**config.mk**
```make
export PLATFORM = sky130hd
export DESIGN_NAME = fft_frame_source_flat
export DESIGN_NICKNAME = d
export VERILOG_FILES = /design/src/rtl/fft_stream_pkg.sv /design/src/rtl/fft_frame_source_if.sv /design/src/rtl/fft_frame_source_sample_fifo.sv /design/src/rtl/fft_frame_source.sv /design/src/flat_wrapper.sv
export SDC_FILE = /design/constraint.sdc
export NUM_CORES = 1
export LEC_CHECK = 0
export BUFFER_PORTS_ARGS = -buffer_cell sky130_fd_sc_hd__buf_2
export CAP_MARGIN = 20
export CORE_ASPECT_RATIO = 0.5
export CORE_MARGIN = 3
export CORE_UTILIZATION = 50
export CTS_CLUSTER_DIAMETER = 40
export DETAILED_ROUTE_END_ITERATION = 16
export PLACE_DENSITY = 0.67
export REMOVE_ABC_BUFFERS = 1
export SYNTH_ARGS = -nofsm -noshare
export SYNTH_HDL_FRONTEND = slang
export SYNTH_SLANG_ARGS = --single-unit
```
**constraint.sdc**
```tcl
create_clock -name MCLK -period 3.35 [get_ports MCLK]
set_input_delay 0.335 -clock MCLK [delete_from_list [all_inputs] [get_ports MCLK]]
set_output_delay 0.335 -clock MCLK [all_outputs]
set_load 0.02 [all_outputs]
```
**src/rtl/fft_stream_pkg.sv**
```systemverilog
// Shared types and constants for the FFT frame streaming path.
package fft_stream_pkg;

    localparam int DATA_W    = 24;
    localparam int FRAME_LEN = 1024;

    localparam logic [1:0] SINK_ERROR_CODE = 2'b00;

    typedef enum logic [1:0] {
        IDLE  = 2'b00,
        RUN   = 2'b01,
        DRAIN = 2'b10
    } state_e;

endpackage

```
**src/rtl/fft_frame_source_if.sv**
```systemverilog
// Sink-side streaming bus toward the FFT core (valid/ready with frame markers).
interface fft_frame_source_if #(
    parameter int DATA_W = fft_stream_pkg::DATA_W
);
    logic              sink_valid;
    logic              sink_ready;
    logic              sink_sop;
    logic              sink_eop;
    logic [DATA_W-1:0] sink_real;
    logic [DATA_W-1:0] sink_imag;
    logic [1:0]        sink_error;

    modport master (
        output sink_valid, sink_sop, sink_eop, sink_real, sink_imag, sink_error,
        input  sink_ready
    );

    modport slave (
        input  sink_valid, sink_sop, sink_eop, sink_real, sink_imag, sink_error,
        output sink_ready
    );
endinterface

```
**src/rtl/fft_frame_source_sample_fifo.sv**
```systemverilog
// sample_fifo: synchronous show-ahead FIFO; the head word is held in a register
// so the read data stays at its last value while the FIFO is empty.
module sample_fifo #(
    parameter int DATA_W = 24,
    parameter int DEPTH  = 16
) (
    input  logic              clk,
    input  logic              rst_n,
    input  logic              wr_en,
    input  logic [DATA_W-1:0] wr_data,
    input  logic              rd_en,
    output logic [DATA_W-1:0] rd_data,
    output logic              full,
    output logic              empty,
    output logic              empty_nxt
);
    localparam int AW    = $clog2(DEPTH);
    localparam int PTR_W = AW + 1;

    logic [DATA_W-1:0] mem_q [DEPTH];
    logic [PTR_W-1:0]  wr_ptr_q, wr_ptr_d;
    logic [PTR_W-1:0]  rd_ptr_q, rd_ptr_d;
    logic              full_q, full_d;
    logic              empty_q, empty_d;
    logic [DATA_W-1:0] head_q, head_d;
    logic              do_wr_s, do_rd_s;

    // Next pointers, flags and head word; a full FIFO rejects writes even when popped.
    always_comb begin
        do_wr_s = wr_en && !full_q;
        do_rd_s = rd_en && !empty_q;
        if (do_wr_s) begin
            wr_ptr_d = wr_ptr_q + PTR_W'(1);
        end else begin
            wr_ptr_d = wr_ptr_q;
        end
        if (do_rd_s) begin
            rd_ptr_d = rd_ptr_q + PTR_W'(1);
        end else begin
            rd_ptr_d = rd_ptr_q;
        end
        empty_d = (wr_ptr_d == rd_ptr_d);
        full_d  = (wr_ptr_d[AW-1:0] == rd_ptr_d[AW-1:0]) && (wr_ptr_d[AW] != rd_ptr_d[AW]);
        head_d  = head_q;
        if (!empty_d) begin
            // The incoming word becomes the head when nothing else is queued ahead of it.
            if (do_wr_s && (wr_ptr_q[AW-1:0] == rd_ptr_d[AW-1:0])) begin
                head_d = wr_data;
            end else begin
                head_d = mem_q[rd_ptr_d[AW-1:0]];
            end
        end else begin
            head_d = head_q;
        end
    end

    // Storage array; contents are only meaningful between the pointers.
    always_ff @(posedge clk) begin
        if (do_wr_s) begin
            mem_q[wr_ptr_q[AW-1:0]] <= wr_data;
        end
    end

    // Pointer, flag and head registers.
    always_ff @(posedge clk or negedge rst_n) begin
        if (!rst_n) begin
            wr_ptr_q <= '0;
            rd_ptr_q <= '0;
            full_q   <= 1'b0;
            empty_q  <= 1'b1;
            head_q   <= '0;
        end else begin
            wr_ptr_q <= wr_ptr_d;
            rd_ptr_q <= rd_ptr_d;
            full_q   <= full_d;
            empty_q  <= empty_d;
            head_q   <= head_d;
        end
    end

    assign rd_data   = head_q;
    assign full      = full_q;
    assign empty     = empty_q;
    assign empty_nxt = empty_d;

endmodule

```
**src/rtl/fft_frame_source.sv**
```systemverilog
// fft_frame_source: buffers strobed audio samples and streams them to an FFT
// core as whole frames of FRAME_LEN samples marked with sop/eop.
module fft_frame_source #(
    parameter int DATA_W     = fft_stream_pkg::DATA_W,
    parameter int FRAME_LEN  = fft_stream_pkg::FRAME_LEN,
    parameter int FIFO_DEPTH = 16
) (
    input  logic               MCLK,
    input  logic               reset,
    input  logic               enable,
    input  logic [DATA_W-1:0]  sample_in,
    input  logic               sample_valid,
    fft_frame_source_if.master sink,
    output logic               overflow,
    output logic [15:0]        frame_count
);
    import fft_stream_pkg::*;

    localparam int IDX_W = $clog2(FRAME_LEN);

    state_e            state_q, state_d;
    logic              rst_sync_q, rst_sync_d;
    logic [IDX_W-1:0]  wr_idx_q, wr_idx_d;
    logic [IDX_W-1:0]  rd_idx_q, rd_idx_d;
    logic              overflow_q, overflow_d;
    logic [15:0]       frame_count_q, frame_count_d;
    logic              sop_q, sop_d;
    logic              eop_q, eop_d;

    logic              fifo_wr_s;
    logic              xfer_s;
    logic              fifo_full_s;
    logic              fifo_empty_s;
    logic              fifo_empty_nxt_s;
    logic [DATA_W-1:0] fifo_head_s;

    sample_fifo #(
        .DATA_W (DATA_W),
        .DEPTH  (FIFO_DEPTH)
    ) u_sample_fifo (
        .clk       (MCLK),
        .rst_n     (reset),
        .wr_en     (fifo_wr_s),
        .wr_data   (sample_in),
        .rd_en     (xfer_s),
        .rd_data   (fifo_head_s),
        .full      (fifo_full_s),
        .empty     (fifo_empty_s),
        .empty_nxt (fifo_empty_nxt_s)
    );

    // Frame-level control: write admission, state sequencing and read-side framing.
    always_comb begin
        rst_sync_d    = 1'b1;
        state_d       = state_q;
        wr_idx_d      = wr_idx_q;
        overflow_d    = overflow_q;
        fifo_wr_s     = 1'b0;
        xfer_s        = !fifo_empty_s && sink.sink_ready;
        case (state_q)
            IDLE: begin
                // rst_sync_q holds the FSM for one edge after reset release.
                if (rst_sync_q && enable) begin
                    state_d    = RUN;
                    overflow_d = 1'b0;
                end else begin
                    state_d = IDLE;
                end
            end
            RUN: begin
                // Leaving only at a frame boundary keeps partial frames out of the FIFO.
                if (!enable && (wr_idx_q == '0)) begin
                    state_d = DRAIN;
                end else if (sample_valid) begin
                    if (!fifo_full_s) begin
                        fifo_wr_s = 1'b1;
                        wr_idx_d  = wr_idx_q + IDX_W'(1);
                    end else begin
                        overflow_d = 1'b1;
                    end
                end else begin
                    state_d = RUN;
                end
            end
            DRAIN: begin
                if (fifo_empty_nxt_s) begin
                    state_d = IDLE;
                end else begin
                    state_d = DRAIN;
                end
            end
            default: begin
                state_d = IDLE;
            end
        endcase

        if (xfer_s) begin
            rd_idx_d = rd_idx_q + IDX_W'(1);
        end else begin
            rd_idx_d = rd_idx_q;
        end
        if (xfer_s && eop_q) begin
            frame_count_d = frame_count_q + 16'd1;
        end else begin
            frame_count_d = frame_count_q;
        end
        sop_d = !fifo_empty_nxt_s && (rd_idx_d == '0);
        eop_d = !fifo_empty_nxt_s && (rd_idx_d == IDX_W'(FRAME_LEN - 1));
    end

    // Control and output registers.
    always_ff @(posedge MCLK or negedge reset) begin
        if (!reset) begin
            state_q       <= IDLE;
            rst_sync_q    <= 1'b0;
            wr_idx_q      <= '0;
            rd_idx_q      <= '0;
            overflow_q    <= 1'b0;
            frame_count_q <= 16'd0;
            sop_q         <= 1'b0;
            eop_q         <= 1'b0;
        end else begin
            state_q       <= state_d;
            rst_sync_q    <= rst_sync_d;
            wr_idx_q      <= wr_idx_d;
            rd_idx_q      <= rd_idx_d;
            overflow_q    <= overflow_d;
            frame_count_q <= frame_count_d;
            sop_q         <= sop_d;
            eop_q         <= eop_d;
        end
    end

    assign sink.sink_valid = !fifo_empty_s;
    assign sink.sink_real  = fifo_head_s;
    assign sink.sink_sop   = sop_q;
    assign sink.sink_eop   = eop_q;
    assign sink.sink_imag  = '0;
    assign sink.sink_error = SINK_ERROR_CODE;
    assign overflow        = overflow_q;
    assign frame_count     = frame_count_q;

endmodule

```
**src/flat_wrapper.sv**
```systemverilog
// flat-port wrapper written by rule: the top's interface ports become plain ports
module fft_frame_source_flat import fft_stream_pkg::*;
#(
    parameter int DATA_W     = fft_stream_pkg::DATA_W,
    parameter int FRAME_LEN  = fft_stream_pkg::FRAME_LEN,
    parameter int FIFO_DEPTH = 16
)
  (MCLK, reset, enable, sample_in, sample_valid, overflow, frame_count, sink_sink_valid, sink_sink_sop, sink_sink_eop, sink_sink_real, sink_sink_imag, sink_sink_error, sink_sink_ready);
  fft_frame_source_if #(.DATA_W(DATA_W)) sink_i ();
  input  logic MCLK;
  input  logic reset;
  input  logic enable;
  input  logic [DATA_W-1:0] sample_in;
  input  logic sample_valid;
  output logic overflow;
  output logic [15:0] frame_count;
  output wire logic [$bits(sink_i.sink_valid)-1:0] sink_sink_valid;
  output wire logic [$bits(sink_i.sink_sop)-1:0] sink_sink_sop;
  output wire logic [$bits(sink_i.sink_eop)-1:0] sink_sink_eop;
  output wire logic [$bits(sink_i.sink_real)-1:0] sink_sink_real;
  output wire logic [$bits(sink_i.sink_imag)-1:0] sink_sink_imag;
  output wire logic [$bits(sink_i.sink_error)-1:0] sink_sink_error;
  input wire logic [$bits(sink_i.sink_ready)-1:0] sink_sink_ready;
  assign sink_sink_valid = sink_i.sink_valid;
  assign sink_sink_sop = sink_i.sink_sop;
  assign sink_sink_eop = sink_i.sink_eop;
  assign sink_sink_real = sink_i.sink_real;
  assign sink_sink_imag = sink_i.sink_imag;
  assign sink_sink_error = sink_i.sink_error;
  assign sink_i.sink_ready = sink_sink_ready;
  fft_frame_source #(.DATA_W(DATA_W), .FRAME_LEN(FRAME_LEN), .FIFO_DEPTH(FIFO_DEPTH)) u_core (.MCLK(MCLK), .reset(reset), .enable(enable), .sample_in(sample_in), .sample_valid(sample_valid), .sink(sink_i), .overflow(overflow), .frame_count(frame_count));
endmodule
```
==> impl_metrics.tcl, run 1 <==
set metrics [dict create \
    dr_wl_met3_um 3030 \
    cts.sinks 462 \
    pwr_density_cell_mw_per_mm2 965 \
    crit_arrival_ns 3.24 \
    min_path_type "input pin to flop" \
    antenna_left 0 \
    rows 49 \
    drc 0 \
    overflow 0 \
    die_w_um 278 \
    drt-wirelength-per-cell_um 22.4 \
    slowest_delay_ns 0.55 \
    yosysSeqAreaShare 0.727 \
    gp_congestion 0.755 \
    cp_num_buf_inv 1 \
    finalNetCount 1414 \
    ir_drop_uv 731 \
    synth.area.mux_share 0.0413 \
    num_vias 11200 \
    ctsResizeCount 0 \
    slew_headroom 0.412 \
    min_period_over_period 0.829 \
    cts_root_buffer "clkbuf_16" \
    syn_area_per_cell_um2 14.3 \
    drv_cap 0 \
    final_util 0.581 \
    core_area_mm2 0.0362 \
    diodes 0 \
    die_area_mm2 0.0396 \
    finalWirelength_um 42400 \
    rsz0062_at_grt "false" \
    cts_made_buffers 42 \
    ys_seq_elements 462 \
    yosys_warnings 0 \
    route.met2.wl_um 19600 \
    clk_pin_slew_ns 0.06 \
    setup-violations-final 0 \
    io_buffer_count 72 \
    holdWs_ns 0.147 \
    fin_setup_tns_ns 0 \
    grt_start_max_net_pins 76 \
    drtIter0Drc 1066 \
    cpMaxStageDelayCell "buf_4" \
    r2r_cells 8 \
    fillCellCount 2777 \
    area_delta_synth_final_pct 13.5 \
    netlist_instances 1296 \
    async_reset_ff_frac 0.169 \
    hpwl_um 21300 \
    clk-insertion-delay-late_ns 0.55 \
    synth_compound_area_frac 0.0580 \
    crit_type "flop to flop" \
    start_util 0.512 \
    crit_path_cell_trace "nor2b_1, nand4_1, xor2_1, xnor3_1, nand4_4, buf_4, nor2_1, a31oi_1" \
    die_h_um 142 \
    grt.total_usage 0.213 \
    grt_pass1_wl_um 64300 \
    grt_pass1_vias 11000 \
    synth_edf_count 384 \
    drive_gt1_frac 0.138 \
    wl_met1_um 19000 \
    mostFrequentLayoutCells "edfxtp_1 (384), nand2_1 (265), a32oi_1 (96)" \
    cts.htree.levels 2 \
    syn_area_mm2 0.0185 \
    dr.pass1.iters 5 \
    synth_xor_area_frac 0.0273 \
    critPathTopFamily "simple AND/OR/NAND/NOR gates" \
    skew_ns 0.0103 \
    min_period_ns 2.78 \
    ctsLongestPathBuffers 3 \
    startpoint_type "flop" \
    cp_max_fo 49 \
    fmax_mhz 360 \
    antenna_found_initial 1 \
    max_slew.worst_pin.slew_ns 0.882 \
    hold_violations 0 \
    pin_count 99 \
    synth_top_family_by_area "simple AND/OR/NAND/NOR gates" \
    leakagePower_nw 7.65 \
    whs_path_depth 4 \
    synth_adder_area_share 0.00607 \
    crit_path_end_kind "flop" \
    ys.flop_type "edfxtp_1" \
    ys_types 48 \
    vias_per_cell 5.91 \
    crit_cells 8 \
    routed.top_layer "met5" \
    layout_commonest_cell "edfxtp_1" \
    cts_tree "yes" \
    crit_required_ns 3.81 \
    status "finished clean" \
    synthSimpleGateAreaFrac 0.109 \
    slew_violations 0 \
]
==> per-layer routing <==
layer,vias up,track usage
met5,-,0
met4,2,0.0524
met3,72,0.0367
met2,427,0.341
met1,5694,0.309
li1,4999,-
==> cell type report <==
| cell class | instances | area [um^2] | area share |
|---|---|---|---|
| clock buffers | 56 | 1180 | 0.0563 |
| clock inverters | 21 | 290 | 0.0138 |
| inverters | 16 | 61.3 | 0.00291 |
| multi-input cells | 744 | 4670 | 0.222 |
| flip-flops and latches | 462 | 13500 | 0.641 |
| well taps | 484 | 606 | 0.0288 |
| repair buffers | 110 | 751 | 0.0357 |
==> where the power goes <==
part	switching (mW)	total (mW)	internal (mW)
Clock	2.06	5.09	3.03
Sequential	0.419	7.45	7.03
Combinational	5.03	7.76	2.74
==> per-stage QoR <==
step / std cells / area [um^2] / worst slack [ns] / total power, mW
5_1_grt: 1893 / 21000 / 0.305 / 21.3
6_report: 1893 / 21000 / 0.574 / 20.3
3_3_place_gp: 1815 / 19600 / 0.621 / 15.0
3_5_place_dp: 1815 / 19600 / 0.454 / 15.3
4_1_cts: 1893 / 21000 / 0.556 / 20.4
2_1_floorplan: 1222 / 18100 / -15.37 / 11.6
==> final timing paths <==
kind / end / from / slack (ns)
setup / recovery: u_core.u_sample_fifo.rd_data[7]$_DFFE_PN0P_ / u_core.u_sample_fifo.empty$_DFF_PN1_ / 0.57
hold / removal: u_core.overflow$_DFFE_PN0P_ / enable / 0.15
setup reg to reg: u_core.u_sample_fifo.rd_data[7]$_DFFE_PN0P_ / u_core.u_sample_fifo.empty$_DFF_PN1_ / 0.57
hold reg to reg: u_core.wr_idx_q[9]$_DFFE_PN0P_ / u_core.wr_idx_q[9]$_DFFE_PN0P_ / 0.48
max in group asynchronous: u_core.u_sample_fifo.empty$_DFF_PN1_ / reset / 2.09
min in group asynchronous: u_core.frame_count[12]$_DFFE_PN0P_ / reset / 0.45
==> worst register-to-register path: stages, from the launching register on <==
cell and delay [ns]:
dfstp_2 0.38, nor2b_1 0.38, nand4_1 0.20, xor2_1 0.34, xnor3_1 0.44, nand4_4 0.13
buf_4 0.55, nor2_1 0.12, a31oi_1 0.15
==> synth_stat cells (2+ instances only) <==
master | n | share of area
edfxtp_1 | 384 | 0.62
nand2_1 | 265 | 0.054
a32oi_1 | 96 | 0.045
dfrtp_1 | 77 | 0.10
mux2i_1 | 72 | 0.039
nand3_1 | 60 | 0.016
clkbuf_1 | 44 | 0.0089
nand4_1 | 39 | 0.013
nor2_1 | 38 | 0.0077
xnor2_1 | 38 | 0.018
buf_4 | 28 | 0.011
a31oi_1 | 26 | 0.0088
buf_2 | 23 | 0.0062
inv_1 | 15 | 0.0030
xor2_1 | 10 | 0.0047
ha_1 | 9 | 0.0061
and2_1 | 8 | 0.0027
and3_1 | 7 | 0.0024
and4_1 | 6 | 0.0028
nor4_1 | 4 | 0.0013
a21oi_1 | 3 | 0.00081
buf_1 | 3 | 0.00061
nand3b_1 | 3 | 0.0012
nor3_1 | 3 | 0.00081
o21ai_0 | 3 | 0.00081
conb_1 | 2 | 0.00040
mux2_2 | 2 | 0.0012
nand2b_1 | 2 | 0.00067
nand4_2 | 2 | 0.0013
nor2b_1 | 2 | 0.00067
o22ai_1 | 2 | 0.00067
o32ai_1 | 2 | 0.00094
or4_1 | 2 | 0.00081
xnor3_1 | 2 | 0.0024
==> cells by family (layout without fill, tap and decap cells) <==
logic type	after synthesis	in the layout
flops	462	462
xor+xnor	52	52
compound gates	133	133
simple gates	448	448
other cells	2	27
buf+inv	115	203
fa+ha+maj	9	9
mux	75	75
==> repair_timing <==
action                    CTS  global route
buffers inserted            0             0
hold buffers                1             0
hold endpoints to repair   51             0
==> sequential cells by signal, indices dropped and copies added, names as in the netlist, 2 cells and up <==
signal,cells
u_core.u_sample_fifo.rd_ptr_q,5
u_core.u_sample_fifo.mem_q,384
u_core.state_q,2
u_core.u_sample_fifo.wr_ptr_q,5
u_core.rd_idx_q,10
u_core.frame_count,16
u_core.wr_idx_q,10
u_core.u_sample_fifo.rd_data,24
No activity file was read; power rests on OpenSTA's default activity.
==> inputs of run 2 (changes only) <==
Clock period 3.35 ns to 2.7 ns, I/O delays scaled along.
==> run 2 against run 1 <==
Net effect:
- largest power group unchanged
- die area stayed put
- critical path depth stayed put
- design area is 1.7% higher
- first-iteration DRC count is 1.1% higher
- global-route usage is 0.77 points higher
- non-clock buffer count is 13 higher
- largest cell class unchanged
- register-to-register slack worse by 0.39 ns
- critical endpoint is now u_core.u_sample_fifo.rd_data[9]$_DFFE_PN0P_
==> impl_metrics.tcl, run 2 (same netlist as run 1, synthesis figures left out) <==
set metrics [dict create \
    vias_per_cell 5.91 \
    num_vias 11300 \
    fmax_mhz 397 \
    drive_gt1_frac 0.143 \
    drtIter0Drc 1078 \
    crit_type "flop to flop" \
    layout_commonest_cell "edfxtp_1" \
    finalNetCount 1429 \
    drv_cap 0 \
    area_delta_synth_final_pct 15.4 \
    cts_made_buffers 44 \
    slew_headroom 0.554 \
    crit_path_end_kind "flop" \
    clk_pin_slew_ns 0.07 \
    setup-violations-final 0 \
    rows 49 \
    slew_violations 0 \
    grt_pass1_wl_um 66100 \
    die_area_mm2 0.0396 \
    overflow 0 \
    cts_setup_buffers 0 \
    hpwl_um 22500 \
    largest_reg_flops 384 \
    gp_congestion 0.767 \
    ir_drop_uv 1010 \
    multi_input_area_mm2 0.00467 \
    die_w_um 278 \
    crit_required_ns 3.12 \
    grt_start_max_net_pins 53 \
    antenna_left 0 \
    mostFrequentLayoutCells "edfxtp_1 (384), nand2_1 (265), a32oi_1 (96)" \
    min_period_ns 2.52 \
    min_period_over_period 0.933 \
    cts_root_buffer "clkbuf_16" \
    final_util 0.591 \
    cts.htree.levels 2 \
    drt-wirelength-per-cell_um 22.9 \
    startpoint_type "flop" \
    min_path_type "input pin to flop" \
    antenna_found_initial 0 \
    fillCellCount 2739 \
    skew_ns 0.0286 \
    drc 0 \
    r2r_setup_slack_ns 0.18 \
    pin_count 99 \
    status "finished clean" \
    regArea_mm2 0.0135 \
    pwr_density_cell_mw_per_mm2 1190 \
    cts.sinks 462 \
    cp_max_fo 30 \
    hold_violations 0 \
    diodes 0 \
    core_area_mm2 0.0362 \
    max_slew.worst_pin.slew_ns 0.670 \
    io_buffer_count 72 \
    start_util 0.512 \
    power_mw 25.6 \
    cts_tree "yes" \
    grt_pass1_vias 11400 \
    leakagePower_nw 7.76 \
    finalWirelength_um 43700 \
    grt.total_usage 0.221 \
    die_h_um 142 \
    ctsLongestPathBuffers 3 \
    holdWs_ns 0.0684 \
    rsz0062_at_grt "false" \
    clk-insertion-delay-late_ns 0.56 \
    dr.pass1.iters 7 \
    fin_setup_tns_ns 0 \
    crit_arrival_ns 2.94 \
]
==> run 2: cell types whose count changed in the layout (fill, tap and decap cells not counted), moves of 2 or more <==
cell,previous run,this run
clkinv_8,0,2
clkinvlp_4,4,2
bufinv_16,7,3
buf_4,30,16
clkinv_4,0,2
buf_12,8,35
clkbuf_1,7,18
clkbuf_8,6,2
clkinv_1,6,3
==> run 2: metal layers <==
metal  GRT usage  routed length [um]
met5           0                   0
met4      0.0591                 825
met3      0.0392                3110
met2       0.365               21000
met1       0.307               18800
==> run 2: power by group <==
group          switching [mW]  internal, mW
clock                    2.59          3.40
sequential              0.490          8.72
combinational            6.43          3.92
==> run 2: layout make-up <==
| class | instances | area share |
|---|---|---|
| well taps | 484 | 0.0283 |
| multi-input cells | 744 | 0.218 |
| flip-flops and latches | 462 | 0.630 |
| repair buffers | 123 | 0.0554 |
| clock buffers | 64 | 0.0559 |
| clock inverters | 17 | 0.00929 |
| inverters | 16 | 0.00286 |
==> run 2: critical path: stages (launching register included) <==
cell and delay [ns]:
dfrtp_1 0.40, nor4_1 0.49, a31oi_2 0.26, mux2_2 0.36
xnor2_2 0.21, nand4_4 0.23, buf_12 0.24, nor2_1 0.13
a31oi_1 0.07
==> run 2: timing repair <==
| item | in CTS | in global routing |
|---|---|---|
| resized for setup | 0 | 1 |
| setup endpoints to repair | 0 | 9 |
| endpoints found under the hold margin | 39 | 0 |
| hold buffers | 1 | 0 |
==> run 2: final timing paths <==
kind | endpoint | from | depth (start not counted)
min | u_core.overflow$_DFFE_PN0P_ | enable | 4
max in group asynchronous | u_core.u_sample_fifo.empty$_DFF_PN1_ | reset | 3
max reg2reg | u_core.u_sample_fifo.rd_data[9]$_DFFE_PN0P_ | u_core.wr_idx_q[5]$_DFFE_PN0P_ | 8
min in group asynchronous | u_core.frame_count[1]$_DFFE_PN0P_ | reset | 2
min reg2reg | u_core.frame_count[15]$_DFFE_PN0P_ | u_core.frame_count[15]$_DFFE_PN0P_ | 1
max | u_core.u_sample_fifo.rd_data[9]$_DFFE_PN0P_ | u_core.wr_idx_q[5]$_DFFE_PN0P_ | 8
==> run 2: per-stage QoR <==
step	setup WS (ns)	std cells	cell area, um^2
floorplan	-16.02	1222	18100
global placement	0.185	1828	20000
detailed placement	0.120	1828	20000
CTS	0.121	1910	21400
global route	0.0330	1910	21400
finish	0.182	1910	21400
